### src/rtl/alu_rr_scheduler.sv
// Round-robin scheduler that shares one registered-execute ALU between NREQ requesters.

// Combinational ALU: ADD/SUB/AND/OR/XOR/SHL1/SHR1/MUL(low half); flags {zero, negative, carry, overflow}.
module alu #(
  parameter int unsigned WIDTH = 8
) (
  input  logic [WIDTH-1:0] a,
  input  logic [WIDTH-1:0] b,
  input  logic [3:0]       op,
  output logic [WIDTH-1:0] result,
  output logic [3:0]       flags
);

  logic [WIDTH:0]     ext;
  logic [2*WIDTH-1:0] prod;
  logic               carry;
  logic               ovf;

  // Operation decode; SUB carry is the borrow out, shifts move by one bit.
  always_comb begin
    result = '0;
    ext    = '0;
    prod   = '0;
    carry  = 1'b0;
    ovf    = 1'b0;
    case (op)
      4'd0: begin
        ext    = {1'b0, a} + {1'b0, b};
        result = ext[WIDTH-1:0];
        carry  = ext[WIDTH];
        ovf    = (a[WIDTH-1] == b[WIDTH-1]) && (result[WIDTH-1] != a[WIDTH-1]);
      end
      4'd1: begin
        ext    = {1'b0, a} - {1'b0, b};
        result = ext[WIDTH-1:0];
        carry  = ext[WIDTH];
        ovf    = (a[WIDTH-1] != b[WIDTH-1]) && (result[WIDTH-1] != a[WIDTH-1]);
      end
      4'd2: result = a & b;
      4'd3: result = a | b;
      4'd4: result = a ^ b;
      4'd5: begin
        result = {a[WIDTH-2:0], 1'b0};
        carry  = a[WIDTH-1];
      end
      4'd6: begin
        result = {1'b0, a[WIDTH-1:1]};
        carry  = a[0];
      end
      4'd7: begin
        prod   = (2*WIDTH)'(a) * (2*WIDTH)'(b);
        result = prod[WIDTH-1:0];
        carry  = |prod[2*WIDTH-1:WIDTH];
      end
      default: result = '0;
    endcase
    flags = {result == '0, result[WIDTH-1], carry, ovf};
  end

endmodule

module alu_rr_scheduler #(
  parameter int unsigned WIDTH = 8,
  parameter int unsigned NREQ  = 4,
  parameter int unsigned IDW   = 2
) (
  input  logic                  clk,
  input  logic                  rst_n,
  input  logic [NREQ-1:0]       req_valid,
  output logic [NREQ-1:0]       req_ready,
  input  logic [NREQ*WIDTH-1:0] req_a,
  input  logic [NREQ*WIDTH-1:0] req_b,
  input  logic [NREQ*4-1:0]     req_op,
  output logic                  rsp_valid,
  input  logic                  rsp_ready,
  output logic [IDW-1:0]        rsp_id,
  output logic [WIDTH-1:0]      rsp_result,
  output logic [3:0]            rsp_flags,
  output logic                  rsp_err,
  output logic                  busy
);

  localparam logic [IDW-1:0] LAST_ID = IDW'(NREQ - 1);

  typedef enum logic [1:0] {IDLE, EXEC, RESP} state_t;

  state_t          state;
  state_t          next_state;
  logic [IDW-1:0]  rr_ptr;
  logic [IDW-1:0]  grant_id;
  logic            grant_any;
  logic [WIDTH-1:0] op_a;
  logic [WIDTH-1:0] op_b;
  logic [3:0]      op_code;
  logic [IDW-1:0]  op_id;
  logic [WIDTH-1:0] alu_result;
  logic [3:0]      alu_flags;
  logic            op_err;

  alu #(.WIDTH(WIDTH)) u_alu (
    .a      (op_a),
    .b      (op_b),
    .op     (op_code),
    .result (alu_result),
    .flags  (alu_flags)
  );

  assign op_err = op_code[3];

  // Round-robin search: first valid requester at or after rr_ptr, wrapping at NREQ.
  always_comb begin
    grant_id  = '0;
    grant_any = 1'b0;
    for (int unsigned k = 0; k < NREQ; k++) begin
      int unsigned idx;
      idx = 32'(rr_ptr) + k;
      if (idx >= NREQ) idx = idx - NREQ;
      if (!grant_any && req_valid[IDW'(idx)]) begin
        grant_any = 1'b1;
        grant_id  = IDW'(idx);
      end
    end
  end

  // Grant is offered only while idle.
  assign req_ready = (state == IDLE && grant_any) ? (NREQ'(1) << grant_id) : '0;
  assign rsp_valid = (state == RESP);
  assign busy      = (state != IDLE);

  // State register.
  always_ff @(posedge clk or negedge rst_n) begin
    if (!rst_n) state <= IDLE;
    else        state <= next_state;
  end

  // Next-state logic.
  always_comb begin
    next_state = state;
    case (state)
      IDLE:    if (grant_any) next_state = EXEC;
      EXEC:    next_state = RESP;
      RESP:    if (rsp_ready) next_state = IDLE;
      default: next_state = IDLE;
    endcase
  end

  // Operand capture at grant, response capture and pointer advance at execute.
  always_ff @(posedge clk or negedge rst_n) begin
    if (!rst_n) begin
      rr_ptr     <= '0;
      op_a       <= '0;
      op_b       <= '0;
      op_code    <= '0;
      op_id      <= '0;
      rsp_id     <= '0;
      rsp_result <= '0;
      rsp_flags  <= '0;
      rsp_err    <= 1'b0;
    end else begin
      if (state == IDLE && grant_any) begin
        op_a    <= req_a[grant_id*WIDTH +: WIDTH];
        op_b    <= req_b[grant_id*WIDTH +: WIDTH];
        op_code <= req_op[grant_id*4 +: 4];
        op_id   <= grant_id;
      end
      if (state == EXEC) begin
        rsp_id     <= op_id;
        rsp_err    <= op_err;
        rsp_result <= op_err ? '0 : alu_result;
        rsp_flags  <= op_err ? '0 : alu_flags;
        rr_ptr     <= (op_id == LAST_ID) ? '0 : op_id + 1'b1;
      end
    end
  end

endmodule
### config.mk
export PLATFORM = sky130hd
export DESIGN_NAME = alu_rr_scheduler
export DESIGN_NICKNAME = d
export VERILOG_FILES = /design/src/rtl/alu_rr_scheduler.sv
export SDC_FILE = /design/constraint.sdc
export NUM_CORES = 1
export LEC_CHECK = 0
export CAP_MARGIN = 20
export CELL_PAD_IN_SITES_DETAIL_PLACEMENT = 0
export CELL_PAD_IN_SITES_GLOBAL_PLACEMENT = 1
export CORE_MARGIN = 2
export CORE_UTILIZATION = 40
export CTS_CLUSTER_SIZE = 40
export DETAILED_ROUTE_END_ITERATION = 7
export PLACE_DENSITY_LB_ADDON = 0.1
export SETUP_SLACK_MARGIN = 0.3
export SLEW_MARGIN = 30
export SYNTH_ARGS = -nofsm -noshare
export SYNTH_HDL_FRONTEND = slang
export SYNTH_SLANG_ARGS = --single-unit
export TNS_END_PERCENT = 5
### constraint.sdc
create_clock -name clk -period 4.8 [get_ports clk]
set_input_delay 1.44 -clock clk [delete_from_list [all_inputs] [get_ports clk]]
set_output_delay 1.44 -clock clk [all_outputs]
set_load 0.005 [all_outputs]
### Word-level counts from Yosys, hierarchy flattened

Cells that the tools add are included.

* logic and storage cells: 97
* input bits: 87
* flip-flop bits (word level): 41
* output and inout port bits: 21

* $add $sub $neg: 10
* eq/ne operators: 16
* magnitude comparators: 8
* shift-type cells: 4
* $mul: 1
* mux-type cells: 30
* reduce and logical (&&, ||, !) cells: 15
* bitwise operators: 3

Operators by type and width (count)
* one-hot mux 8 bit (8 select lines): 1
* indexed part select 32 x 6 -> 8 bit: 2
* two-way mux 2 bit: 11
* equality test 4 x 3 -> 1 bit, second input constant: 4
* multiplier 8 x 8 -> 16 bit: 1
* indexed part select 16 x 5 -> 4 bit: 1
* less-than comparator 2 x 3 -> 1 bit, second input constant: 4
* adder 8 x 8 -> 9 bit: 1
* >= comparator 3 bit, second input constant: 3
* subtractor 8 x 8 -> 9 bit: 1
* bitwise AND 8 bit: 1
* binary-select mux 1 bit (select 2 bit): 4
* equality test 4 x 2 -> 1 bit, second input constant: 2
* zero test 8 bit: 1
* two-way mux 1 bit: 8
* two-way mux 4 bit: 2
* two-way mux 8 bit: 1
* OR 8 bit: 1
* OR reduction 8 bit: 1
* subtractor 2 x 1 -> 2 bit, second input constant: 4
* XOR 8 bit: 1
* adder 2 x 2 -> 3 bit, second input constant: 2
* logical AND 1 bit: 6
* one-hot mux 2 bit (3 select lines): 1
* 18 further kinds: 23

### Longest topological paths before layout

* depth in word-level cells: 16
* gate-level depth with buffers: 17
* mapped depth without buffers: 17

### Modules after synthesis

Synthesis repeated with hierarchy kept, for this count alone.

* cells, all modules: 713
* area total of the unflattened synthesis: 5828.1 µm²

By module, submodules not included
* alu: area an instance 3475.8 µm², seq. area each 0.0 µm², instances 1, cells each 450
* alu_rr_scheduler: area an instance 2352.3 µm², seq. area each 1026.0 µm², instances 1, cells each 263

### Least setup slack after synthesis

Ideal clock, no wire load.

* kind: register to register
* start: reg op_a[4]
* end: reg rsp_flags[1]
* library setup time: 137 ps
* data required time: 4663 ps
* stages on the path, launching flop included: 16
* slack: 593 ps
* path buffers: 0
* data arrival time: 4070 ps
* clock period less this slack: 4207 ps
* cells stage by stage: dfrtp_1 > ha_1 > fa_1 > inv_1 > fa_1 > fa_1 > fa_1 > inv_1 > ha_1 > o21a_1 > o21a_1 > o22ai_1 > o21ai_1 > a21oi_1 > xor2_1 > a32oi_1

* word-level cells in the longest chain between the ends: 4
* elaborated cells between the ends (all ways): 6
* classes of those cells: add/sub (2); mul (1); mux (2); reduce/logical (1)

RTL lines
* from (decl): line 92 `logic [WIDTH-1:0] op_a;`
* from (signal assigned): line 161 `op_a <= req_a[grant_id*WIDTH +: WIDTH];`
* multiplier 8 x 8 -> 16 bit: line 51 `prod = (2*WIDTH)'(a) * (2*WIDTH)'(b);`
* OR reduction 8 bit: line 53 `carry = |prod[2*WIDTH-1:WIDTH];`
* one-hot mux 1 bit (5 select lines) *: line 26 `case (op)`
* two-way mux 4 bit *: line 170 `rsp_flags <= op_err ? '0 : alu_flags;`
* to (signal assigned): line 170
* to (decl): line 78 `output logic [3:0] rsp_flags,`

Mark *: on every way between the ends. The rest lies on a longest branch, timed or not.
A chain may end at the register's enable or synchronous reset.

### Final worst setup path

* start: in req_valid[1]
* end: out req_ready[2]

* word-level cells in the longest chain between the ends: 14
* elaborated cells between the ends (all ways): 25
* classes of those cells: shift (1); mux (17); reduce/logical (7)

RTL lines
* from (decl): line 69 `input logic [NREQ-1:0] req_valid,`
* binary-select mux 1 bit (select 2 bit): line 118 `if (!grant_any && req_valid[IDW'(idx)]) begin`
* two-way mux 1 bit (implied by the code): line 118
* two-way mux 1 bit: line 118
* zero test 1 bit: line 118
* logical AND 1 bit: line 118
* two-way mux 1 bit: line 118
* zero test 1 bit: line 118
* logical AND 1 bit: line 118
* two-way mux 1 bit: line 118
* zero test 1 bit: line 118
* logical AND 1 bit: line 118
* two-way mux 2 bit / two-way mux 1 bit (equally long branches): line 118
* left shift 1 x 2 -> 4 bit / logical AND 1 bit (equally long branches): line 126 `assign req_ready = (state == IDLE && grant_any) ? (NREQ'(1) << grant_id) : '0;`
* two-way mux 4 bit *: line 126
* to (decl): line 70 `output logic [NREQ-1:0] req_ready,`

Mark *: on every way between the ends. The rest lies on a longest branch, timed or not. The select of a mux whose other input is x is not followed.

==> metrics.md <==
| Metric | Value |
|---|---|
| Fin Setup TNS | 0 ns |
| Crit path cell chain | dlygate4sd2_1, nand2b_1, a21oi_2, a211oi_4, buf_4, nor3_2, clkdlybuf4s50_1 |
| All-Layer GR Usage | 0.236 |
| Most frequent cell after synthesis | nand2_1 |
| Vias/cell | ~5.4 |
| Critical path peak fanout | 4 |
| Tmin final | approximately 4.4 ns |
| Synth area leader | dfrtp_1 |
| Fill cells | roughly 1300 |
| Clock Path Buffers | 2 |
| Slew Limit Fails | 0 |
| Crit end category | output port |
| Largest stage delay on the critical path | 0.52 ns |
| Via count | around 5500 |
| CTS tree | done |
| Top cells by count, synth | nand2_1, inv_1, nor2_1 |
| Clock net sink count | 40 |
| Ranking of synthesized cells by area | dfrtp_1, ha_1, fa_1 |
| First-pass GRT wire length | 27900 um |
| # setup viols final | 0 |
| Initial Util | 0.409 |
| Rows | 43 |
| Top cell type's share of synthesized area | 0.177 |
| Grt ovf | 0 |
| Detail Placement HPWL | ~14000 um |
| Synth Flop Type | dfrtp_1 |
| Async set-reset flop share out of synthesis | 1.00 |
| Root Buffer | clkbuf_16 |
| RSZ-0062 raised after global routing | yes |
| Initial antenna violation count | 0 |
| Number of global-route vias before repair | between 5000 and 6000 |
| Final hold vios | 0 |
| Area Growth Syn to Fin | 31.3% |
| Slew HR | 0.531 |
| Worst path arrival time | around 3.0 ns |
| CP Class | in2out |
| Ratio of cells with drive above 1 in the final layout | 0.144 |
| Synth Register Bits | 40 |
| Worst EP required | ~3.4 ns |
| IO Count | between 100 and 150 |
| Max-Cap Viols | 0 |
| Hold WC Path Type | reg2reg |
| Post-Syn Instances | between 700 and 800 |
| Worst-Margin Slew | between 0.7 and 0.8 ns |
| Largest net degree at the start of global routing | 41 |
| DRT iter0 DRCs | 373 |
| Post-DRT Antenna Nets | 0 |
| Die area | ~15000 um^2 |
| Antenna fix cells | 0 |
| Mapped Area | around 5700 um^2 |
| Total Wirelength | between 15000 and 20000 um |
| Clock Skew | roughly 0.0074 ns |
| Status | finished, final reports clean |
| Multi-input logic area | 4240 um^2 |
| Synth unique cells | around 70 |
| Drt wl/cell | between 15 and 20 um |
| Nets | about 1000 |
| Seq/Total Area, Yosys | 0.177 |
| Cell family with most CP delay | buffers and inverters |
| CP bufs+invs | 3 |
| Final hold slack | 0.481 ns |
| Worst setup SP type | input port |
| GPL Wtd Cong | around 0.86 |
| I/O Buffers | 107 |
| Clock-pin transition on the worst setup and hold timing paths | around 0.070 ns |
| Chip width | 123 um |
| Fmax | 225 MHz |
| Detailed Routing Iterations Pass 1 | 5 |
| Synth warn | 0 |
| Worst-Skew Late Latency | between 0.2 and 0.3 ns |
| Count of flip-flops with a built-in enable after synthesis | 0 |
| Cts hold-fix bufs | 0 |
| Residual DRC count | 0 |
| Die height | around 120 um |
| Mean Syn Cell Area | ~8 um^2 |
| Final Util | 0.537 |
| Register area | between 1000 and 1500 um^2 |
| Mapped Nets | roughly 890 |
| Tcrit/Tclk final | 0.924 |
| Core Footprint | 13800 um^2 |
| TritonCTS Buffers | 5 |
| H-tree Lvls | 2 |
| Critical-path top delay cell | clkdlybuf4s50_1 |
==> state kept, by name (all words and copies together) (netlist names) <==
signal      cells
rsp_flags       4
rr_ptr          2
rsp_err         1
rsp_id          2
op_id           2
op_b            8
op_code         4
op_a            8
rsp_result      7
state           2
==> worst paths after layout <==
check	start	depth (start not counted)	slack, ns	to
max	req_valid[1]	7	0.36	req_ready[2]
min	rsp_result[6]	2	0.48	rsp_result[6]
max reg2reg	op_a[2]	16	0.44	rsp_flags[3]
min reg2reg	rsp_result[6]	2	0.48	rsp_result[6]
max in group asynchronous	rst_n	1	3.25	op_a[5]
min in group asynchronous	rst_n	1	1.13	rsp_flags[1]
==> timing repair <==
action	in CTS	in global routing
pin swaps	2	9
buffers inserted	20	6
setup endpoints to repair	5	8
gates resized for setup	12	31
==> routing by layer <==
layer	routed length, um	vias to the layer above	track usage
met5	0	-	0
met1	7950	2633	0.330
met3	913	21	0.0351
met2	8540	174	0.386
met4	297	0	0.0524
li1	-	2651	-
==> placed cells by master, fill, tap and decap left out, drive strengths merged, types with 26 or more instances in the layout <==
cell,count
fa,38
clkdlybuf4s50,101
a21oi,26
a211oi,27
inv,83
dfrtp,40
nand2,92
buf,52
o21ai,47
nor2,70
ha,61
==> worst reg2reg max path, cell delays in order (launching register included) <==
cell,delay [ns]
dfrtp_2,0.46
clkbuf_2,0.18
ha_1,0.27
fa_2,0.37
fa_1,0.48
ha_1,0.29
inv_1,0.05
fa_1,0.52
inv_1,0.04
ha_1,0.34
nor2_2,0.16
nor2_1,0.06
nor2_1,0.22
nor4_1,0.10
or3_1,0.35
a21oi_1,0.22
a41o_1,0.19
==> layout make-up <==
type | count | area share
Clock buffer | 5 | 0.0168
Clock inverter | 3 | 0.00573
Tap cell | 180 | 0.0303
Sequential cell | 40 | 0.136
Timing Repair Buffer | 159 | 0.195
Multi-Input combinational cell | 538 | 0.570
Inverter | 88 | 0.0455
==> cell families (layout without fill, tap and decap cells) <==
kind of cell    count (synthesis)  after routing  share of synthesized area
compound gates                169            169                      0.211
xor+xnor                       11             11                     0.0170
fa+ha+maj                      99             99                      0.269
buf+inv                       125            255                     0.0940
flops                          40             40                      0.177
mux                            15             15                     0.0349
simple gates                  244            244                      0.197
==> metrics by stage <==
stage                     cells  worst slack (ns)  cell area [um^2]
after floorplan             703             0.593              5660
after global placement      979            0.0947              6950
after detailed placement    979            0.0202              6950
after CTS                  1007             0.212              7290
after global routing       1013             0.272              7430
final                      1013             0.364              7430
Power is left out: the tool's default activity adds up to more than one toggle a clock period on the data nets, which glitch-free logic cannot reach.
==> variant 1 (same flow settings) <==
Set the parameter `NREQ` to 3 (it was 4).
--- a/src/rtl/alu_rr_scheduler.sv
+++ b/src/rtl/alu_rr_scheduler.sv
@@ -63,3 +63,3 @@
   parameter int unsigned WIDTH = 8,
-  parameter int unsigned NREQ  = 4,
+  parameter int unsigned NREQ  = 3,
   parameter int unsigned IDW   = 2
Ports: changed (5 resized); port bits go from 108 to 86. The function was not compared with the original's and may differ.
==> variant 1 against the original RTL <==
Cell area grew 1.8%; sequential cell count did not move; wire length decreased by 8.3%; worst setup slack got worse by 0.32 ns; synthesized area fell by 1.2%; first-iteration DRC count decreased by 23%; critical path type is now reg -> reg; highest routed layer unchanged.
Power is not shown: default switching activity piles up to over one toggle a cycle in this logic, so the estimate is an artifact.
==> variant 1: results (changes against the original RTL) <==
Postcts setup bufs: 28 (was 20)
Layout clock area frac: 0.02350 (was 0.02257)
Initial DRC count: 286 (was 373)
Crit Path Max Fanout: 6 (was 4)
Syn nets: 819 (was 889)
Post-cts sizing count: 29 (was 12)
Seq_cells: 40 (unchanged)
Worst EP arrival: 4.90 ns (was 3.00 ns)
Clock Skew: 0.004303 ns (was 0.007353 ns)
RePlAce Congestion: 0.8921 (was 0.8562)
Outcome: complete, no violations (unchanged)
Crit path max-delay family: adder cells (was buffers and inverters)
HPWL Detailed: 13.10 mm (was 13.87 mm)
Pre-CTS WS: -0.07966 ns (was 0.02025 ns)
Share of cells above drive strength 1: 0.2351 (was 0.1441)
Via count: 5260 (was 5479)
Cells after DPL: 952 (was 979)
NonClk Buf Share: 0.2034 (was 0.1954)
Multi-input comb cells: 495 (was 538)
Synth cell types: 71 (was 69)
Avg Inst Size Synth: 8.563 µm² (was 8.048 µm²)
Register area share after synthesis: 0.1790 (was 0.1769)
Slowest stage delay, CP: 0.59 ns (was 0.52 ns)
Seq/total area: 0.1341 (was 0.1359)
Area contributors post-synth: dfrtp_1 (18%), ha_1 (14%), fa_1 (14%) (was dfrtp_1 (18%), ha_1 (13%), fa_1 (13%))
Final nets: 973 (was 1018)
Global Route Usage Sum: 0.2299 (was 0.2357)
Non-CTS buffers: 177 (was 159)
Via density: 5.324 (was 5.409)
I/O Buffers: 85 (was 107)
Multi-input combinational area share: 0.5655 (was 0.5703)
CLK BUF: 6 (was 5)
Global-route wire length before repair: 27.18 mm (was 27.88 mm)
Layout fillers: 1336 (was 1346)
Vias in the first global route: 5433 (was 5404)
Wire per inst: 16.44 µm (was 17.48 µm)
Placed inst area: 7049 µm² (was 6950 µm²)
Largest net degree at the start of global routing: 41 (unchanged)
variant 1: cell types whose count changed after synthesis, sizes merged, moves of 5 or more:
cell    unedited run  this run
a211oi            27         7
a221oi             1         8
a311o             18         0
and2              19         2
mux2               8        25
mux2i              4        26
nand2             92        70
nand3             12         3
nor2              70        54
o21a               2         7
o21ai             47        40
variant 1: kinds of logic (layout without fill, tap and decap cells):
kind of cell / count (synthesis) / after routing / synth area share
mux: 53 / 53 / 0.1049
buf+inv: 118 / 273 / 0.08548
fa+ha+maj: 101 / 101 / 0.2766
flops: 40 / 40 / 0.1790
compound gates: 157 / 157 / 0.1940
simple gates: 177 / 177 / 0.1490
xor+xnor: 7 / 7 / 0.01096
variant 1: worst min-delay path: stages (launching register included):
cell     delay (ns)
dfrtp_1        0.34
nand2_1        0.05
o31ai_1        0.06
variant 1: through the flow:
step	util	hold slack (ns)
2_1_floorplan	-	0.4339
3_3_place_gp	0.5118	0.4605
3_5_place_dp	0.5118	0.4570
4_1_cts	0.5454	0.4773
5_1_grt	0.5489	0.5087
6_report	0.5489	0.4754
variant 1: path summary, 6_finish.rpt:
path | start | end | slack, ns | cells after the start
worst max-delay path | op_b[4] | rsp_flags[1] | 0.05 | 16
worst min-delay path | rsp_result[1] | rsp_result[1] | 0.48 | 2
worst max register to register | op_b[4] | rsp_flags[1] | 0.05 | 16
worst min register to register | rsp_result[1] | rsp_result[1] | 0.48 | 2
max in group asynchronous | rst_n | op_code[1] | 3.28 | 1
min in group asynchronous | rst_n | op_id[1] | 1.14 | 1
variant 1: per-layer routing:
metal,global-route usage,wire [µm],vias to the layer above
met5,0,0,-
met4,0.03807,221,0
met3,0.02742,638,16
met2,0.3892,7926,125
met1,0.3207,7454,2564
li1,-,-,2555
==> variant 2 (config.mk and constraints unchanged) <==
Without the edit above. Reset style: synchronous (`rst_n`), changed in 2 clocked blocks.
--- a/src/rtl/alu_rr_scheduler.sv
+++ b/src/rtl/alu_rr_scheduler.sv
@@ -130,3 +130,3 @@
   // State register.
-  always_ff @(posedge clk or negedge rst_n) begin
+  always_ff @(posedge clk) begin
     if (!rst_n) state <= IDLE;
@@ -147,3 +147,3 @@
   // Operand capture at grant, response capture and pointer advance at execute.
-  always_ff @(posedge clk or negedge rst_n) begin
+  always_ff @(posedge clk) begin
     if (!rst_n) begin
Behaviour: not the same (a bounded check fails within 4 cycles, from zero or initial values and one cycle with rst_n low; the reset may be asserted at any time).
==> variant 2 against the original RTL <==
First-iteration DRC count shrank 13%; worst setup slack got worse by 0.15 ns; hold slack lost 0.019 ns; wire length decreased by 2.1%; non-clock buffer count is 4 higher; cell area increased by 1.4%; via count is 0.51% higher; fmax decreased by 3.3%; synthesized area up 1.1%; sequential cell count unchanged; sequential share of layout area is 2.5 points lower; largest cell class unchanged; highest routed layer unchanged.
Power is left out: it rests on default switching activity, and per cell area and clock period it moved more than threefold.
==> variant 2: results (changes against the original RTL) <==
Outcome: complete, no violations (unchanged)
Layout fillers: 1350 (was 1346)
Cells after DPL: 1010 (was 979)
Met3 usage: 0.02518 (was 0.03506)
Via count: 5507 (was 5479)
Adder-cell area share of the yosys netlist: 0.2663 (was 0.2693)
HPWL Detailed: 14.43 mm (was 13.87 mm)
Non-CTS buffers: 163 (was 159)
Global-route wire length before repair: 27.90 mm (was 27.88 mm)
Worst R2R Setup Slack: 0.21 ns (was 0.44 ns)
Synth cell types: 78 (was 69)
Ys async rst share: 0 (was 1.000)
Wire per inst: 16.95 µm (was 17.48 µm)
Multiplexer share of the synthesized area: 0.1015 (was 0.03494)
Clock Skew: 0.007157 ns (was 0.007353 ns)
Multi-input combinational area share: 0.5949 (was 0.5703)
GR met2 Demand/Resource: 0.3953 (was 0.3864)
Crit Path Max Fanout: 6 (was 4)
Synth Area in Compound Gates: 0.1966 (was 0.2105)
Crit path from: op_a[4] (was req_valid[1])
Share of cells above drive strength 1: 0.1554 (was 0.1441)
Nonclk inv count: 87 (was 88)
Sequential cell area: 834.6 µm² (was 1010 µm²)
Relative slew slack: 0.4156 (was 0.5312)
Placed inst area: 7136 µm² (was 6950 µm²)
Syn nets: 897 (was 889)
Synth cell count leaders: inv_1 (85), nand2_1 (82), nor2_1 (66) (was nand2_1 (92), inv_1 (83), nor2_1 (70))
Multi-input comb cells: 545 (was 538)
Core ar.: 13930 µm² (was 13830 µm²)
RePlAce Congestion: 0.8970 (was 0.8562)
==> variant 2: cell types whose count changed after synthesis, sizes merged, moves of 19 or more <==
cell and change:
and2 -19, a21oi +26, dfxtp +40, o21ai -26
mux2i +30, dfrtp -40
==> variant 2: per-stage QoR <==
| step | hold WS, ns | setup WS, ns | setup TNS, ns |
|---|---|---|---|
| 2_1_floorplan | 0.4489 | 0.3029 | 0 |
| 3_3_place_gp | 0.4470 | -0.001545 | -0.001545 |
| 3_5_place_dp | 0.4508 | -0.1193 | -0.2698 |
| 4_1_cts | 0.4618 | 0.1148 | 0 |
| 5_1_grt | 0.4965 | -0.002483 | -0.002483 |
| 6_report | 0.4621 | 0.2104 | 0 |
==> variant 2: cells by family (layout without fill, tap and decap cells) <==
| kind of cell | count (synthesis) | in the layout |
|---|---|---|
| buf+inv | 126 | 258 |
| fa+ha+maj | 99 | 99 |
| compound gates | 164 | 164 |
| flops | 40 | 40 |
| xor+xnor | 10 | 10 |
| simple gates | 219 | 219 |
| mux | 53 | 53 |
==> variant 2: final timing paths <==
| check | to |
|---|---|
| worst min register to register | rsp_id[1] |
| worst max-delay path | rsp_flags[1] |
| worst min-delay path | rsp_id[1] |
| worst max register to register | rsp_flags[1] |
==> variant 2: worst max-delay path: stages, from the launching register on <==
cell and delay, ns:
dfxtp_4 0.37, ha_4 0.17, fa_1 0.53, inv_1 0.06
fa_1 0.51, fa_1 0.52, fa_1 0.54, inv_1 0.06
ha_4 0.24, and3_4 0.18, a22o_1 0.17, or3_1 0.31
o211ai_1 0.15, o311ai_2 0.14, nor4_2 0.26, buf_4 0.17
o211ai_1 0.09
==> variant 2: what timing repair did <==
action	4_1_cts	5_1_grt
resized for setup	29	23
pin swaps	10	15
setup endpoints to repair	5	7
buffers inserted	5	0
